`src/rtl/axi_burst_cfgreg_bridge.sv`:
```
// AXI4 slave to config-register bridge: INCR/FIXED bursts, byte strobes,
// alternating read/write arbitration, SLVERR for bad bursts and out-of-window beats.
package axi_burst_cfgreg_bridge_pkg;
  typedef enum logic [1:0] {
    RESP_OKAY   = 2'b00,
    RESP_EXOKAY = 2'b01,
    RESP_SLVERR = 2'b10,
    RESP_DECERR = 2'b11
  } axi_resp_t;

  localparam logic [1:0] BURST_FIXED = 2'b00;
  localparam logic [1:0] BURST_INCR  = 2'b01;
endpackage

module axi_burst_cfgreg_bridge
  import axi_burst_cfgreg_bridge_pkg::*;
#(
  parameter int AXI_DATA_WIDTH = 64,
  parameter int AXI_ID_WIDTH   = 4,
  parameter int CFG_ADDR_WIDTH = 12,
  parameter int NUM_REGS       = 32
) (
  input  logic                        clk_i,
  input  logic                        rstn_i,
  axi_burst_cfgreg_bridge_if.slave    axi,
  output logic [CFG_ADDR_WIDTH-1:0]   config_offset_o,
  output logic                        config_wen_o,
  output logic [AXI_DATA_WIDTH/8-1:0] config_wstrb_o,
  output logic [AXI_DATA_WIDTH-1:0]   config_wdata_o,
  output logic                        config_ren_o,
  input  logic [AXI_DATA_WIDTH-1:0]   config_rdata_i
);
  localparam int BYTES = AXI_DATA_WIDTH / 8;
  localparam logic [CFG_ADDR_WIDTH-1:0] BEAT_STEP  = CFG_ADDR_WIDTH'(BYTES);
  localparam logic [CFG_ADDR_WIDTH-1:0] ALIGN_MASK = CFG_ADDR_WIDTH'(BYTES - 1);
  // One extra bit so a window covering the whole offset space still compares correctly.
  localparam logic [CFG_ADDR_WIDTH:0]   WINDOW_END = (CFG_ADDR_WIDTH + 1)'(NUM_REGS * BYTES);

  typedef enum logic [1:0] {IDLE, RBURST, WBURST, WRESP} state_t;

  state_t                    state;
  logic                      rd_prio;
  logic [AXI_ID_WIDTH-1:0]   id_q;
  logic [CFG_ADDR_WIDTH-1:0] addr_q;
  logic [7:0]                len_q;
  logic [7:0]                beat_q;
  logic [1:0]                burst_q;
  logic                      err_q;

  logic rd_grant, wr_grant, in_range, burst_ok, beat_ok, last_beat, w_beat;

  // Upper AXI address bits fall outside the config window and are deliberately ignored.
  logic unused_addr_bits;
  assign unused_addr_bits = ^{axi.awaddr[31:CFG_ADDR_WIDTH], axi.araddr[31:CFG_ADDR_WIDTH]};

  function automatic logic [CFG_ADDR_WIDTH-1:0] align(input logic [CFG_ADDR_WIDTH-1:0] a);
    return a & ~ALIGN_MASK;
  endfunction

  assign in_range  = {1'b0, addr_q} < WINDOW_END;
  assign burst_ok  = (burst_q == BURST_FIXED) || (burst_q == BURST_INCR);
  assign beat_ok   = in_range && burst_ok;
  assign last_beat = (beat_q == len_q);

  // Fair arbitration: rd_prio picks the winner only when both address channels request.
  assign rd_grant = (state == IDLE) && axi.arvalid && (!axi.awvalid || rd_prio);
  assign wr_grant = (state == IDLE) && axi.awvalid && (!axi.arvalid || !rd_prio);

  assign axi.arready = rd_grant;
  assign axi.awready = wr_grant;
  assign axi.rvalid  = (state == RBURST);
  assign axi.wready  = (state == WBURST);
  assign axi.bvalid  = (state == WRESP);

  assign axi.rdata = (axi.rvalid && beat_ok) ? config_rdata_i : '0;
  assign axi.rresp = (axi.rvalid && !beat_ok) ? RESP_SLVERR : RESP_OKAY;
  assign axi.rlast = axi.rvalid && last_beat;
  assign axi.rid   = id_q;
  assign axi.bresp = (axi.bvalid && err_q) ? RESP_SLVERR : RESP_OKAY;
  assign axi.bid   = id_q;

  assign w_beat          = axi.wvalid && axi.wready;
  assign config_offset_o = addr_q;
  assign config_wen_o    = w_beat && beat_ok && (|axi.wstrb);
  assign config_wstrb_o  = config_wen_o ? axi.wstrb : '0;
  assign config_wdata_o  = config_wen_o ? axi.wdata : '0;
  assign config_ren_o    = axi.rvalid && axi.rready && beat_ok;

  // Transaction FSM: address grant, beat stepping, sticky write error, response hand-off.
  // NOTE: sequential state uses non-blocking assignments so every register samples pre-edge values.
  always_ff @(posedge clk_i or negedge rstn_i) begin
    if (!rstn_i) begin
      state   <= IDLE;
      rd_prio <= 1'b1;
      id_q    <= '0;
      addr_q  <= '0;
      len_q   <= '0;
      beat_q  <= '0;
      burst_q <= BURST_INCR;
      err_q   <= 1'b0;
    end else begin
      unique case (state)
        IDLE: begin
          err_q  <= 1'b0;
          beat_q <= '0;
          if (rd_grant) begin
            state   <= RBURST;
            rd_prio <= 1'b0;
            id_q    <= axi.arid;
            addr_q  <= align(axi.araddr[CFG_ADDR_WIDTH-1:0]);
            len_q   <= axi.arlen;
            burst_q <= axi.arburst;
          end else if (wr_grant) begin
            state   <= WBURST;
            rd_prio <= 1'b1;
            id_q    <= axi.awid;
            addr_q  <= align(axi.awaddr[CFG_ADDR_WIDTH-1:0]);
            len_q   <= axi.awlen;
            burst_q <= axi.awburst;
          end
        end
        RBURST: begin
          if (axi.rready) begin
            if (last_beat) begin
              state <= IDLE;
            end else begin
              beat_q <= beat_q + 8'd1;
              if (burst_q == BURST_INCR) addr_q <= addr_q + BEAT_STEP;
            end
          end
        end
        WBURST: begin
          if (axi.wvalid) begin
            // Early wlast, missing wlast, bad burst type or out-of-window beat all poison the burst.
            if ((axi.wlast != last_beat) || !beat_ok) err_q <= 1'b1;
            if (last_beat || axi.wlast) begin
              state <= WRESP;
            end else begin
              beat_q <= beat_q + 8'd1;
              if (burst_q == BURST_INCR) addr_q <= addr_q + BEAT_STEP;
            end
          end
        end
        WRESP: begin
          if (axi.bready) state <= IDLE;
        end
        default: state <= IDLE;
      endcase
    end
  end
endmodule
```
`src/rtl/axi_burst_cfgreg_bridge_if.sv`:
```
// AXI4 slave-side bus bundle for the config-register bridge: AW/W/B/AR/R channels.
interface axi_burst_cfgreg_bridge_if #(
  parameter int DATA_WIDTH = 64,
  parameter int ID_WIDTH   = 4
);
  // Write address channel
  logic                    awvalid;
  logic                    awready;
  logic [31:0]             awaddr;
  logic [ID_WIDTH-1:0]     awid;
  logic [7:0]              awlen;
  logic [1:0]              awburst;
  // Write data channel
  logic                    wvalid;
  logic                    wready;
  logic [DATA_WIDTH-1:0]   wdata;
  logic [DATA_WIDTH/8-1:0] wstrb;
  logic                    wlast;
  // Write response channel
  logic                    bvalid;
  logic                    bready;
  logic [1:0]              bresp;
  logic [ID_WIDTH-1:0]     bid;
  // Read address channel
  logic                    arvalid;
  logic                    arready;
  logic [31:0]             araddr;
  logic [ID_WIDTH-1:0]     arid;
  logic [7:0]              arlen;
  logic [1:0]              arburst;
  // Read data channel
  logic                    rvalid;
  logic                    rready;
  logic [DATA_WIDTH-1:0]   rdata;
  logic [1:0]              rresp;
  logic [ID_WIDTH-1:0]     rid;
  logic                    rlast;

  modport master (
    output awvalid, awaddr, awid, awlen, awburst,
    input  awready,
    output wvalid, wdata, wstrb, wlast,
    input  wready,
    input  bvalid, bresp, bid,
    output bready,
    output arvalid, araddr, arid, arlen, arburst,
    input  arready,
    input  rvalid, rdata, rresp, rid, rlast,
    output rready
  );

  modport slave (
    input  awvalid, awaddr, awid, awlen, awburst,
    output awready,
    input  wvalid, wdata, wstrb, wlast,
    output wready,
    output bvalid, bresp, bid,
    input  bready,
    input  arvalid, araddr, arid, arlen, arburst,
    output arready,
    output rvalid, rdata, rresp, rid, rlast,
    input  rready
  );
endinterface

```
`src/flat_wrapper.sv`:
```
// flat-port wrapper written by rule: the top's interface ports become plain ports
module axi_burst_cfgreg_bridge_flat import axi_burst_cfgreg_bridge_pkg::*;
#(
  parameter int AXI_DATA_WIDTH = 64,
  parameter int AXI_ID_WIDTH   = 4,
  parameter int CFG_ADDR_WIDTH = 12,
  parameter int NUM_REGS       = 32
)
  (clk_i, rstn_i, config_offset_o, config_wen_o, config_wstrb_o, config_wdata_o, config_ren_o, config_rdata_i, axi_awvalid, axi_awaddr, axi_awid, axi_awlen, axi_awburst, axi_awready, axi_wvalid, axi_wdata, axi_wstrb, axi_wlast, axi_wready, axi_bvalid, axi_bresp, axi_bid, axi_bready, axi_arvalid, axi_araddr, axi_arid, axi_arlen, axi_arburst, axi_arready, axi_rvalid, axi_rdata, axi_rresp, axi_rid, axi_rlast, axi_rready);
  axi_burst_cfgreg_bridge_if axi_i ();
  input  logic clk_i;
  input  logic rstn_i;
  output logic [CFG_ADDR_WIDTH-1:0] config_offset_o;
  output logic config_wen_o;
  output logic [AXI_DATA_WIDTH/8-1:0] config_wstrb_o;
  output logic [AXI_DATA_WIDTH-1:0] config_wdata_o;
  output logic config_ren_o;
  input  logic [AXI_DATA_WIDTH-1:0] config_rdata_i;
  input wire logic [$bits(axi_i.awvalid)-1:0] axi_awvalid;
  input wire logic [$bits(axi_i.awaddr)-1:0] axi_awaddr;
  input wire logic [$bits(axi_i.awid)-1:0] axi_awid;
  input wire logic [$bits(axi_i.awlen)-1:0] axi_awlen;
  input wire logic [$bits(axi_i.awburst)-1:0] axi_awburst;
  output wire logic [$bits(axi_i.awready)-1:0] axi_awready;
  input wire logic [$bits(axi_i.wvalid)-1:0] axi_wvalid;
  input wire logic [$bits(axi_i.wdata)-1:0] axi_wdata;
  input wire logic [$bits(axi_i.wstrb)-1:0] axi_wstrb;
  input wire logic [$bits(axi_i.wlast)-1:0] axi_wlast;
  output wire logic [$bits(axi_i.wready)-1:0] axi_wready;
  output wire logic [$bits(axi_i.bvalid)-1:0] axi_bvalid;
  output wire logic [$bits(axi_i.bresp)-1:0] axi_bresp;
  output wire logic [$bits(axi_i.bid)-1:0] axi_bid;
  input wire logic [$bits(axi_i.bready)-1:0] axi_bready;
  input wire logic [$bits(axi_i.arvalid)-1:0] axi_arvalid;
  input wire logic [$bits(axi_i.araddr)-1:0] axi_araddr;
  input wire logic [$bits(axi_i.arid)-1:0] axi_arid;
  input wire logic [$bits(axi_i.arlen)-1:0] axi_arlen;
  input wire logic [$bits(axi_i.arburst)-1:0] axi_arburst;
  output wire logic [$bits(axi_i.arready)-1:0] axi_arready;
  output wire logic [$bits(axi_i.rvalid)-1:0] axi_rvalid;
  output wire logic [$bits(axi_i.rdata)-1:0] axi_rdata;
  output wire logic [$bits(axi_i.rresp)-1:0] axi_rresp;
  output wire logic [$bits(axi_i.rid)-1:0] axi_rid;
  output wire logic [$bits(axi_i.rlast)-1:0] axi_rlast;
  input wire logic [$bits(axi_i.rready)-1:0] axi_rready;
  assign axi_i.awvalid = axi_awvalid;
  assign axi_i.awaddr = axi_awaddr;
  assign axi_i.awid = axi_awid;
  assign axi_i.awlen = axi_awlen;
  assign axi_i.awburst = axi_awburst;
  assign axi_awready = axi_i.awready;
  assign axi_i.wvalid = axi_wvalid;
  assign axi_i.wdata = axi_wdata;
  assign axi_i.wstrb = axi_wstrb;
  assign axi_i.wlast = axi_wlast;
  assign axi_wready = axi_i.wready;
  assign axi_bvalid = axi_i.bvalid;
  assign axi_bresp = axi_i.bresp;
  assign axi_bid = axi_i.bid;
  assign axi_i.bready = axi_bready;
  assign axi_i.arvalid = axi_arvalid;
  assign axi_i.araddr = axi_araddr;
  assign axi_i.arid = axi_arid;
  assign axi_i.arlen = axi_arlen;
  assign axi_i.arburst = axi_arburst;
  assign axi_arready = axi_i.arready;
  assign axi_rvalid = axi_i.rvalid;
  assign axi_rdata = axi_i.rdata;
  assign axi_rresp = axi_i.rresp;
  assign axi_rid = axi_i.rid;
  assign axi_rlast = axi_i.rlast;
  assign axi_i.rready = axi_rready;
  axi_burst_cfgreg_bridge #(.AXI_DATA_WIDTH(AXI_DATA_WIDTH), .AXI_ID_WIDTH(AXI_ID_WIDTH), .CFG_ADDR_WIDTH(CFG_ADDR_WIDTH), .NUM_REGS(NUM_REGS)) u_core (.clk_i(clk_i), .rstn_i(rstn_i), .axi(axi_i), .config_offset_o(config_offset_o), .config_wen_o(config_wen_o), .config_wstrb_o(config_wstrb_o), .config_wdata_o(config_wdata_o), .config_ren_o(config_ren_o), .config_rdata_i(config_rdata_i));
endmodule
```
`config.mk`:
```
export PLATFORM = sky130hd
export DESIGN_NAME = axi_burst_cfgreg_bridge_flat
export DESIGN_NICKNAME = d
export VERILOG_FILES = /design/src/rtl/axi_burst_cfgreg_bridge.sv /design/src/rtl/axi_burst_cfgreg_bridge_if.sv /design/src/flat_wrapper.sv
export SDC_FILE = /design/constraint.sdc
export NUM_CORES = 1
export LEC_CHECK = 0
export CAP_MARGIN = 40
export CORE_AREA = 2 2 157 159
export CTS_BUF_LIST = sky130_fd_sc_hd__clkbuf_16
export DETAILED_ROUTE_END_ITERATION = 12
export DIE_AREA = 0 0 159 161
export PLACE_DENSITY = 0.52
export SYNTH_ARGS = -nofsm -noshare
export SYNTH_HDL_FRONTEND = slang
export SYNTH_SLANG_ARGS = --single-unit
```
`constraint.sdc`:
```
create_clock -name clk_i -period 2.8 [get_ports clk_i]
set_input_delay 0.56 -clock clk_i [delete_from_list [all_inputs] [get_ports clk_i]]
set_output_delay 0.56 -clock clk_i [all_outputs]
set_load 0.1 [all_outputs]
```
==> flow_summary_export.csv, run 1 <==
group,metric,value,unit
status,outcome,"finished with violations",
status,violations,"setup timing",
sta,period_minus_slack,2860,ps
sta,slew_viol_final,0,
worst_setup_path,cp.arrival,2300,ps
final_layout,drive_above_1_share,48.2,%
place,port_buffers,352,
worst_setup_path,required,2240,ps
cts,holdBufCountCts,0,
sta,worst_hold_slack,152,ps
final_layout,syn_to_final_growth,175,%
place,gp_congestion,0.788,
worst_setup_path,worst-r2r-setup-slack,260,ps
floorplan,die_area,25600,sq um
worst_setup_path,criticalPathCategory,"reg2out",
route,drt-vias-per-instance,3.98,
route,avgRoutedWirePerCell,18.3,microns
route,via_count,4322,
yosys,yosysTopAreaCell,"dfrtp_1",
route,first_iter_violations,241,
yosys,ys_seq_elements,35,
sta,rsz0062_at_grt,"true",
pwr,power_density,584,nW/um^2
worst_setup_path,critical_path.cell_chain,"or4_4 > nor2_4 > and4_4 > buf_12 > buf_16 > and2_4 > buf_12",
yosys,ys_types,55,
final_layout,multi_input_area,2450,sq um
floorplan,io_pins,404,
route,drt-total-wl,19.9,mm
yosys,syn_area,3340,sq um
cts,cts.sinks,35,
yosys,yosysSeqAreaShare,26.3,%
route,ant_nets,0,
sta,fin_tns_setup,-2410,ps
cts,cts.clk_slew.worst_paths,60,ps
cts,cts_tree,"done",
floorplan,rows,57,
final_layout,final_cell_mix,"clkdlybuf4s50_1, buf_12, and3_2",
grt,grt_pass1_wl,28.8,mm
yosys,async_reset_ff_share,100,%
yosys,yosysTopAreaCellShare,24.7,%
worst_setup_path,r2r-end,"u_core.state[1]",
worst_setup_path,cp-start-kind,"flop",
yosys,ys.flop_type,"dfrtp_1",
cts,cts-root-buf,"clkbuf_16",
worst_setup_path,crit_path_end_kind,"primary output",
yosys,synthCells,410,
floorplan,die_width,159,microns
worst_setup_path,r2r_start,"u_core.beat_q[5]",
worst_setup_path,crit_end,"config_wstrb_o[0]",
worst_setup_path,worstSetupStartpoint,"u_core.config_offset_o[8]",
place,place_ws,-81.8,ps
worst_setup_path,slowest_stage,"or4_4",
sta,layout_setup_ws,-61.7,ps
yosys,avgSynthCellArea,8.14,sq um
grt,grt_start_max_net_pins,68,
floorplan,design.core.area,24000,sq um
yosys,synth_edf_count,0,
pwr,p_leak,3.90,nW
grt,antenna_found_initial,8,
final_layout,final_area,9170,sq um
hold_path,min_path_type,"in2async",
cts,clk_latency,280,ps
final_layout,nFillCells,2400,
grt,overflow,0,
sta,relSlewSlack,62.7,%
sta,finClkSkew,6.98,ps
place,post_dp_cell_area,8810,sq um
grt,track_usage,14.9,%
grt,grt_pass1_vias,4258,
floorplan,start_util,13.9,%
place,post-place-cells,1068,
final_layout,stdcell_count,1087,
pwr,vdd_drop_max,0.000435,V
place,hpwl,16.5,mm
sta,hold_viol_final,0,
sta,fmax,349,MHz
yosys,netlist_top_cells_area,"dfrtp_1, and2_1, and3_1, mux2i_1, buf_4",
sta,setup_viol,73,
cts,clockBufferDepth,2,
final_layout,ff_latch_area,887,sq um
worst_setup_path,crit_fanout,9,
worst_setup_path,r2r.worst_path.cells,8,
floorplan,die_h,161,microns
cts,cts_buffers,5,
route,drc,0,
run,cap_violations,0,
cts,htree_levels,2,
route,drt_first_pass_iters,4,
sta,fin_crit_sh,102,%
worst_setup_path,path_common_cell,"buf_12",
yosys,yosys_warnings,0,
worst_setup_path,slowest_delay,560,ps
sta,tightest_slew,560,ps
final_layout,finalNetCount,1004,
final_layout,final_common_cell,"clkdlybuf4s50_1",
-- state kept, by name (all words and copies together) (netlist names) --
| name | count |
|---|---|
| u_core.burst_q | 2 |
| u_core.beat_q | 8 |
| u_core.err_q | 1 |
| u_core.axi.bid | 4 |
| u_core.rd_prio | 1 |
| u_core.config_offset_o | 9 |
| u_core.state | 2 |
| u_core.len_q | 8 |
-- per-stage QoR --
stage	total power [mW]	util [%]
6_report	5.36	38.3
5_1_grt	5.71	38.2
4_1_cts	5.43	38.2
3_5_place_dp	4.82	36.8
3_3_place_gp	4.79	36.7
2_1_floorplan	3.65	-
-- Yosys cell counts, types with 2 or more instances --
| cell | count |
|---|---|
| and2_1 | 73 |
| and3_1 | 70 |
| dfrtp_1 | 33 |
| nand2_1 | 26 |
| mux2i_1 | 24 |
| o21ai_0 | 22 |
| clkbuf_1 | 20 |
| buf_4 | 17 |
| nor2_1 | 12 |
| inv_1 | 11 |
| ha_1 | 9 |
| nand3_1 | 9 |
| xor2_1 | 8 |
| a21oi_1 | 5 |
| mux2_2 | 5 |
| nor3_1 | 5 |
| nand2b_1 | 4 |
| o31ai_1 | 4 |
| a211o_1 | 3 |
| a221oi_1 | 2 |
| a2bb2oi_1 | 2 |
| a31oi_1 | 2 |
| a32o_1 | 2 |
| buf_2 | 2 |
| buf_6 | 2 |
| dfstp_2 | 2 |
| nand4b_1 | 2 |
| nor2b_1 | 2 |
| nor4_1 | 2 |
| nor4_2 | 2 |
| o22ai_1 | 2 |
| o32ai_1 | 2 |
| o41ai_1 | 2 |
-- where the power goes --
part	total, mW	leakage, nW	internal, mW	switching (mW)
Sequential	0.961	0.431	0.753	0.208
Clock	0.551	0.0675	0.328	0.223
Combinational	3.85	3.40	1.31	2.53
Total	5.36	3.90	2.40	2.96
-- critical path, delay by kind of cell (launching register included) --
family / cells / cell delay, ps
buffers and inverters: 3 / 450
DFF: 1 / 470
and+or+nand+nor: 4 / 1110
-- area by class of cell --
type | count | share of cell area, %
diodes | 3 | 0.0819
clock buffers | 5 | 1.36
clock inverters | 3 | 0.218
inverters | 11 | 0.450
multi-input cells | 326 | 26.8
flip-flops and latches | 35 | 9.68
well taps | 324 | 4.42
repair buffers | 380 | 57.0
-- worst min path at each step --
stage	depth (start not counted)	to	start
floorplan	0	u_core.axi.bid[0]	rstn_i
global placement	2	u_core.burst_q[0]	u_core.burst_q[0]
detailed placement	1	u_core.config_offset_o[4]	rstn_i
CTS	1	u_core.state[0]	rstn_i
global route	1	u_core.state[0]	rstn_i
finish	1	u_core.state[0]	rstn_i
-- layer usage --
metal / GRT usage [%] / share of wire [%] / up-vias
li1: - / - / 2126
met4: 3.39 / 1.2 / 10
met2: 26.9 / 52 / 169
met1: 16.6 / 38 / 1996
met5: 0 / 0.32 / -
met3: 5.60 / 8.0 / 21
-- cell families (layout without fill, tap and decap cells) --
| group | count (synthesis) | in the layout | synth area share (%) |
|---|---|---|---|
| other cells | 1 | 8 | 0.112 |
| flops | 35 | 35 | 26.3 |
| fa+ha+maj | 9 | 9 | 3.37 |
| mux | 30 | 30 | 9.33 |
| compound gates | 59 | 59 | 12.6 |
| simple gates | 215 | 215 | 37.7 |
| buf+inv | 53 | 399 | 8.43 |
| xor+xnor | 8 | 8 | 2.10 |
-- what timing repair did --
action,CTS,global route
resized for setup,22,18
setup endpoints to repair,114,138
pin swaps,4,5
endpoints found under the hold margin,0,0
cloned,4,0
buffers inserted,5,0
Note: power is estimated with default switching activity, not from simulation.
==> inputs of run 2 (changes only) <==
- RECOVER_POWER: unset -> 100
==> run 2 against run 1 <==
The flow finishes with violations (capacitance limit, slew limit, setup timing). Fmax about the same. Wire length increased by 0.21%. Setup slack about the same. Die area unchanged. Via count decreased by 0.25%. Total power decreased by 3.6%. Sequential share of layout area increased by 0.17 points. Sequential power about the same. Final cell count unchanged. Final area decreased by 1.7%. Combinational power decreased by 5%. Utilization decreased by 0.65 points. Critical path type unchanged.
==> flow_summary_export.csv, run 2 (synthesized netlist as in run 1, its figures left out) <==
group,metric,value,unit
worst_setup_path,crit_fanout,9,
place,gp_congestion,0.788,
worst_setup_path,crit_family,"simple AND/OR/NAND/NOR gates",
final_layout,stdcell_count,1087,
sta,slew_viol_final,28,
worst_setup_path,critical_path.cell_chain,"or4_4 > nor2_4 > and4_4 > buf_12 > buf_16 > and2_4 > buf_12",
sta,finClkSkew,7.14,ps
final_layout,final_cell_mix,"clkdlybuf4s50_1, buf_12, and3_2",
route,drc,0,
worst_setup_path,worst-r2r-setup-slack,150,ps
worst_setup_path,cp-start-kind,"flop",
floorplan,die_width,159,microns
floorplan,io_pins,404,
grt,grt_pass1_wl,28.8,mm
worst_setup_path,crit_path_end_kind,"primary output",
final_layout,finalNetCount,1004,
pwr,vdd_drop_max,0.000403,V
run,cap_violations,1,
place,hpwl,16.5,mm
route,first_iter_violations,239,
route,ant_nets,0,
worst_setup_path,cp.depth,7,
floorplan,die_h,161,microns
route,via_count,4311,
worst_setup_path,worstSetupStartpoint,"u_core.config_offset_o[8]",
cts,cts.sinks,35,
floorplan,design.core.area,24000,sq um
route,avgRoutedWirePerCell,18.3,microns
final_layout,final_common_cell,"clkdlybuf4s50_1",
grt,grt_pass1_vias,4258,
worst_setup_path,slowest_stage,"or4_4",
pwr,power_density,573,nW/um^2
route,drt-vias-per-instance,3.97,
sta,rsz0062_at_grt,"true",
sta,layout_setup_ws,-61.6,ps
grt,track_usage,14.9,%
route,drt-total-wl,19.9,mm
worst_setup_path,cp_num_buf_inv,3,
worst_setup_path,cp.arrival,2300,ps
status,violations,"capacitance limit, slew limit, setup timing",
grt,antenna_found_initial,8,
worst_setup_path,r2r.worst_path.cells,8,
sta,fmax,349,MHz
final_layout,largest_register_ffs,9,
final_layout,drive_above_1_share,44.7,%
cts,htree_levels,2,
cts,cts_buffers,5,
sta,hold_viol_final,0,
worst_setup_path,required,2240,ps
sta,relSlewSlack,-2.53,%
sta,tightest_slew,1540,ps
cts,clk_latency,280,ps
place,post-place-cells,1068,
hold_path,min_path_type,"in2async",
route,drt_first_pass_iters,4,
sta,worst_hold_slack,254,ps
worst_setup_path,r2r_start,"u_core.beat_q[5]",
grt,overflow,0,
final_layout,nFillCells,2438,
cts,cts_tree,"done",
cts,cts.clk_slew.worst_paths,60,ps
floorplan,start_util,13.9,%
sta,period_minus_slack,2860,ps
status,outcome,"finished with violations",
pwr,p_leak,3.80,nW
sta,setup_viol,73,
cts,clockBufferDepth,2,
worst_setup_path,slowest_delay,560,ps
worst_setup_path,path_common_cell,"buf_12",
cts,cts-root-buf,"clkbuf_16",
place,port_buffers,352,
worst_setup_path,criticalPathCategory,"reg2out",
grt,grt_start_max_net_pins,68,
sta,fin_crit_sh,102,%
final_layout,syn_to_final_growth,170,%
floorplan,rows,57,
floorplan,die_area,25600,sq um
==> run 2: power breakdown <==
| part | internal [mW] | switching [mW] | leakage [nW] |
|---|---|---|---|
| Sequential | 0.753 | 0.205 | 0.431 |
| Clock | 0.328 | 0.223 | 0.0675 |
| Combinational | 1.15 | 2.51 | 3.30 |
| Total | 2.23 | 2.94 | 3.80 |
==> run 2: routing by layer <==
layer / up-vias / share of wire [%] / global-route usage (%)
met5: - / 0.32 / 0
met1: 1993 / 38 / 16.6
li1: 2126 / - / -
met4: 10 / 1.2 / 3.39
met2: 161 / 52 / 26.9
met3: 21 / 7.7 / 5.60
==> run 2: through the flow <==
stage	utilization [%]	area [sq um]	worst slack [ps]	power, mW	setup TNS, ps
global placement	36.7	8790	-74.8	4.79	-3820
finish	37.6	9010	-61.6	5.17	-2440
detailed placement	36.8	8810	-81.8	4.82	-4460
CTS	38.2	9160	-93.6	5.43	-5340
global route	37.6	9010	-121	5.52	-7640
floorplan	-	3560	-21.1	3.65	-1970
==> run 2: what timing repair did <==
action / in CTS / in global routing
hold buffers: 0 / 0
setup endpoints to repair: 114 / 138
pin swaps: 4 / 5
buffers inserted: 5 / 0
gates resized for setup: 22 / 18
cloned: 4 / 0
==> run 2: layout make-up <==
class / instances / area, sq um / share of cell area, %
diodes: 3 / 7.51 / 0.0833
clock buffers: 5 / 125 / 1.39
clock inverters: 3 / 20.0 / 0.222
inverters: 11 / 41.3 / 0.458
multi-input cells: 326 / 2430 / 27.0
flip-flops and latches: 35 / 887 / 9.84
well taps: 324 / 405 / 4.50
repair buffers: 380 / 5100 / 56.6
==> run 2: path summary, 6_finish.rpt <==
kind,end
min reg2reg,u_core.burst_q[0]
max in group asynchronous,u_core.beat_q[4]
max reg2reg,u_core.state[1]
min in group clk_i,u_core.burst_q[0]
max,config_wstrb_o[0]
min,u_core.state[0]
==> inputs of run 3 (changes only) <==
- ABC_AREA: unset -> 1
- CORE_AREA: 2 2 157 159 -> 2 2 155 157
- DIE_AREA: 0 0 159 161 -> 0 0 157 159
- PLACE_DENSITY: 0.52 -> 0.55
- clock period: 2.8 -> 3.3 ns (I/O delays scaled with it)
==> run 3 against run 2 <==
The run ends with capacitance limit, slew limit left. Count of clock-buffer cells in the layout stayed put. Clock power rose by 14%. Total power decreased by 9.8%. Via count increased by 15%. Critical path type is now in2out.
==> flow_summary_export.csv, run 3 <==
group,metric,value,unit
yosys,synth_edf_count,0,
place,gp_congestion,0.830,
run,cap_violations,1,
cts,clockBufferDepth,2,
yosys,async_reset_ff_share,100,%
cts,cts.clk_slew.worst_paths,60,ps
yosys,ys_types,34,
grt,grt_pass1_wl,28.6,mm
final_layout,drive_above_1_share,21.9,%
pwr,power_density,605,nW/um^2
floorplan,io_pins,404,
hold_path,min_path_cells,2,
route,first_iter_violations,265,
route,drc,0,
hold_path,holdPathEnd,"u_core.err_q",
final_layout,diodes,0,
sta,setup_viol,0,
floorplan,start_util,16.0,%
worst_setup_path,cp-start-kind,"input port",
sta,worst_hold_slack,480,ps
yosys,synthCells,673,
grt,antenna_found_initial,1,
route,drt-total-wl,19.9,mm
cts,cts-root-buf,"clkbuf_16",
worst_setup_path,critical_path.cell_chain,"clkdlybuf4s50_1 > inv_1 > nand4_1 > nor3_1 > a21oi_1 > nand2_4 > buf_6 > nor2_2 > clkbuf_4",
route,avgRoutedWirePerCell,15.0,microns
final_layout,final_cell_mix,"clkdlybuf4s50_1, inv_1, nand2_1",
worst_setup_path,slowest_delay,490,ps
yosys,yosysTopAreaCell,"dfrtp_1",
worst_setup_path,r2r.worst_path.cells,11,
worst_setup_path,crit_fanout,31,
grt,grt_pass1_vias,4553,
place,port_buffers,352,
yosys,yosysSeqAreaShare,23.6,%
cts,cts.sinks,35,
sta,slew_viol_final,36,
final_layout,utilization,33.2,%
status,outcome,"finished with violations",
floorplan,design.core.area,23200,sq um
worst_setup_path,r2r-end,"u_core.beat_q[7]",
worst_setup_path,required,2640,ps
yosys,ys.flop_type,"dfrtp_1",
worst_setup_path,r2r_start,"u_core.beat_q[3]",
status,violations,"capacitance limit, slew limit",
yosys,avgSynthCellArea,5.52,sq um
cts,holdBufCountCts,0,
route,ant_nets,0,
place,hpwl,16.9,mm
sta,rsz0062_at_grt,"false",
final_layout,finalNetCount,1254,
worst_setup_path,worst-r2r-setup-slack,750,ps
yosys,yosysMostFrequentCell,"inv_1",
sta,tightest_slew,2020,ps
cts,cts_setup_buffers,0,
final_layout,syn_to_final_growth,108,%
route,via_count,4972,
cts,cts.repair.resized,0,
final_layout,final_common_cell,"clkdlybuf4s50_1",
cts,clk_latency,280,ps
sta,fin_crit_sh,94.9,%
cts,cts_buffers,5,
yosys,syn_area,3710,sq um
cts,htree_levels,2,
worst_setup_path,criticalPathCategory,"in2out",
floorplan,die_area,25000,sq um
worst_setup_path,slowest_stage,"clkdlybuf4s50_1",
floorplan,die_width,157,microns
hold_path,min_path_type,"reg2reg",
pwr,vdd_drop_max,0.000770,V
cts,cts_tree,"done",
yosys,ys_top_cells_by_count,"inv_1, nor2_1, nand2_1, dfrtp_1, nand3_1",
floorplan,rows,56,
route,drt-vias-per-instance,3.74,
hold_path,min_from,"u_core.err_q",
final_layout,largest_register_ffs,9,
pwr,p_leak,4.08,nW
worst_setup_path,crit_path_end_kind,"primary output",
pwr,finalPower,4.66,mW
yosys,ys_seq_elements,35,
sta,relSlewSlack,-34.4,%
grt,grt_start_max_net_pins,66,
yosys,netlist_top_cells_area,"dfrtp_1, inv_1, nor2_1, nand2_1, nand3_1",
floorplan,die_h,159,microns
worst_setup_path,cp.arrival,2470,ps
grt,overflow,0,
route,drt_first_pass_iters,4,
sta,period_minus_slack,3130,ps
grt,track_usage,15.0,%
yosys,yosysTopAreaCellShare,22.2,%
yosys,yosys_warnings,0,
sta,fmax,319,MHz
sta,finClkSkew,4.21,ps
sta,hold_viol_final,0,
[run 3: kinds of logic after synthesis]
logic type               share of synthesized area [%]
buffers and inverters                             25.7
adder cells (fa/ha/maj)                           3.03
AO/OA/AOI/OAI                                     5.49
flip-flops                                        23.6
other                                            0.101
AND/OR/NAND/NOR                                   40.6
XOR/XNOR                                          1.41
[run 3: how the worst max path moves through the flow]
stage / start / endpoint / slack (ps) / cells after the start
5_1_grt: u_core.config_offset_o[10] / axi_rdata[0] / 70 / 7
2_1_floorplan: u_core.config_offset_o[10] / axi_rdata[14] / -200 / 7
3_3_place_gp: axi_wstrb[6] / config_wdata_o[2] / 210 / 9
3_5_place_dp: axi_wstrb[4] / config_wdata_o[2] / 220 / 9
6_report: axi_wstrb[6] / config_wstrb_o[7] / 170 / 9
4_1_cts: axi_wstrb[4] / config_wdata_o[2] / 200 / 9
[run 3: where the power goes]
group          switching (mW)  total (mW)  internal, mW
logic                    2.44        3.23         0.789
registers               0.184       0.804         0.621
clock network           0.194       0.627         0.433
total                    2.82        4.66          1.84
[run 3: stage by stage]
stage	setup TNS [ps]	setup WS, ps	std cells	instance area (sq um)
finish	0	169	1329	7710
CTS	0	204	1329	9180
detailed placement	0	219	1321	8990
global placement	0	214	1321	8990
global route	0	68.3	1329	7710
floorplan	-9210	-201	677	3950
[run 3: area by class of cell]
class	count	area, sq um
fill	2582	15500
sequential	35	878
multi-input combinational	420	2010
timing repair buffer	362	3530
clock inverter	3	67.6
inverter	185	694
clock buffer	5	125
tap	319	399
[run 3: worst max-delay path: cells and delay by family]
| kind | cells | cell delay (ps) |
|---|---|---|
| AND/OR/NAND/NOR | 4 | 430 |
| AO/OA/AOI/OAI | 1 | 210 |
| buffers and inverters | 4 | 1140 |
[run 3: routing by layer]
layer,up-vias,wire [microns],global-route usage (%)
met3,11,1980,5.36
met5,-,13,0
met2,203,9550,26.1
met1,2170,8260,18.3
li1,2586,-,-
met4,2,137,1.88
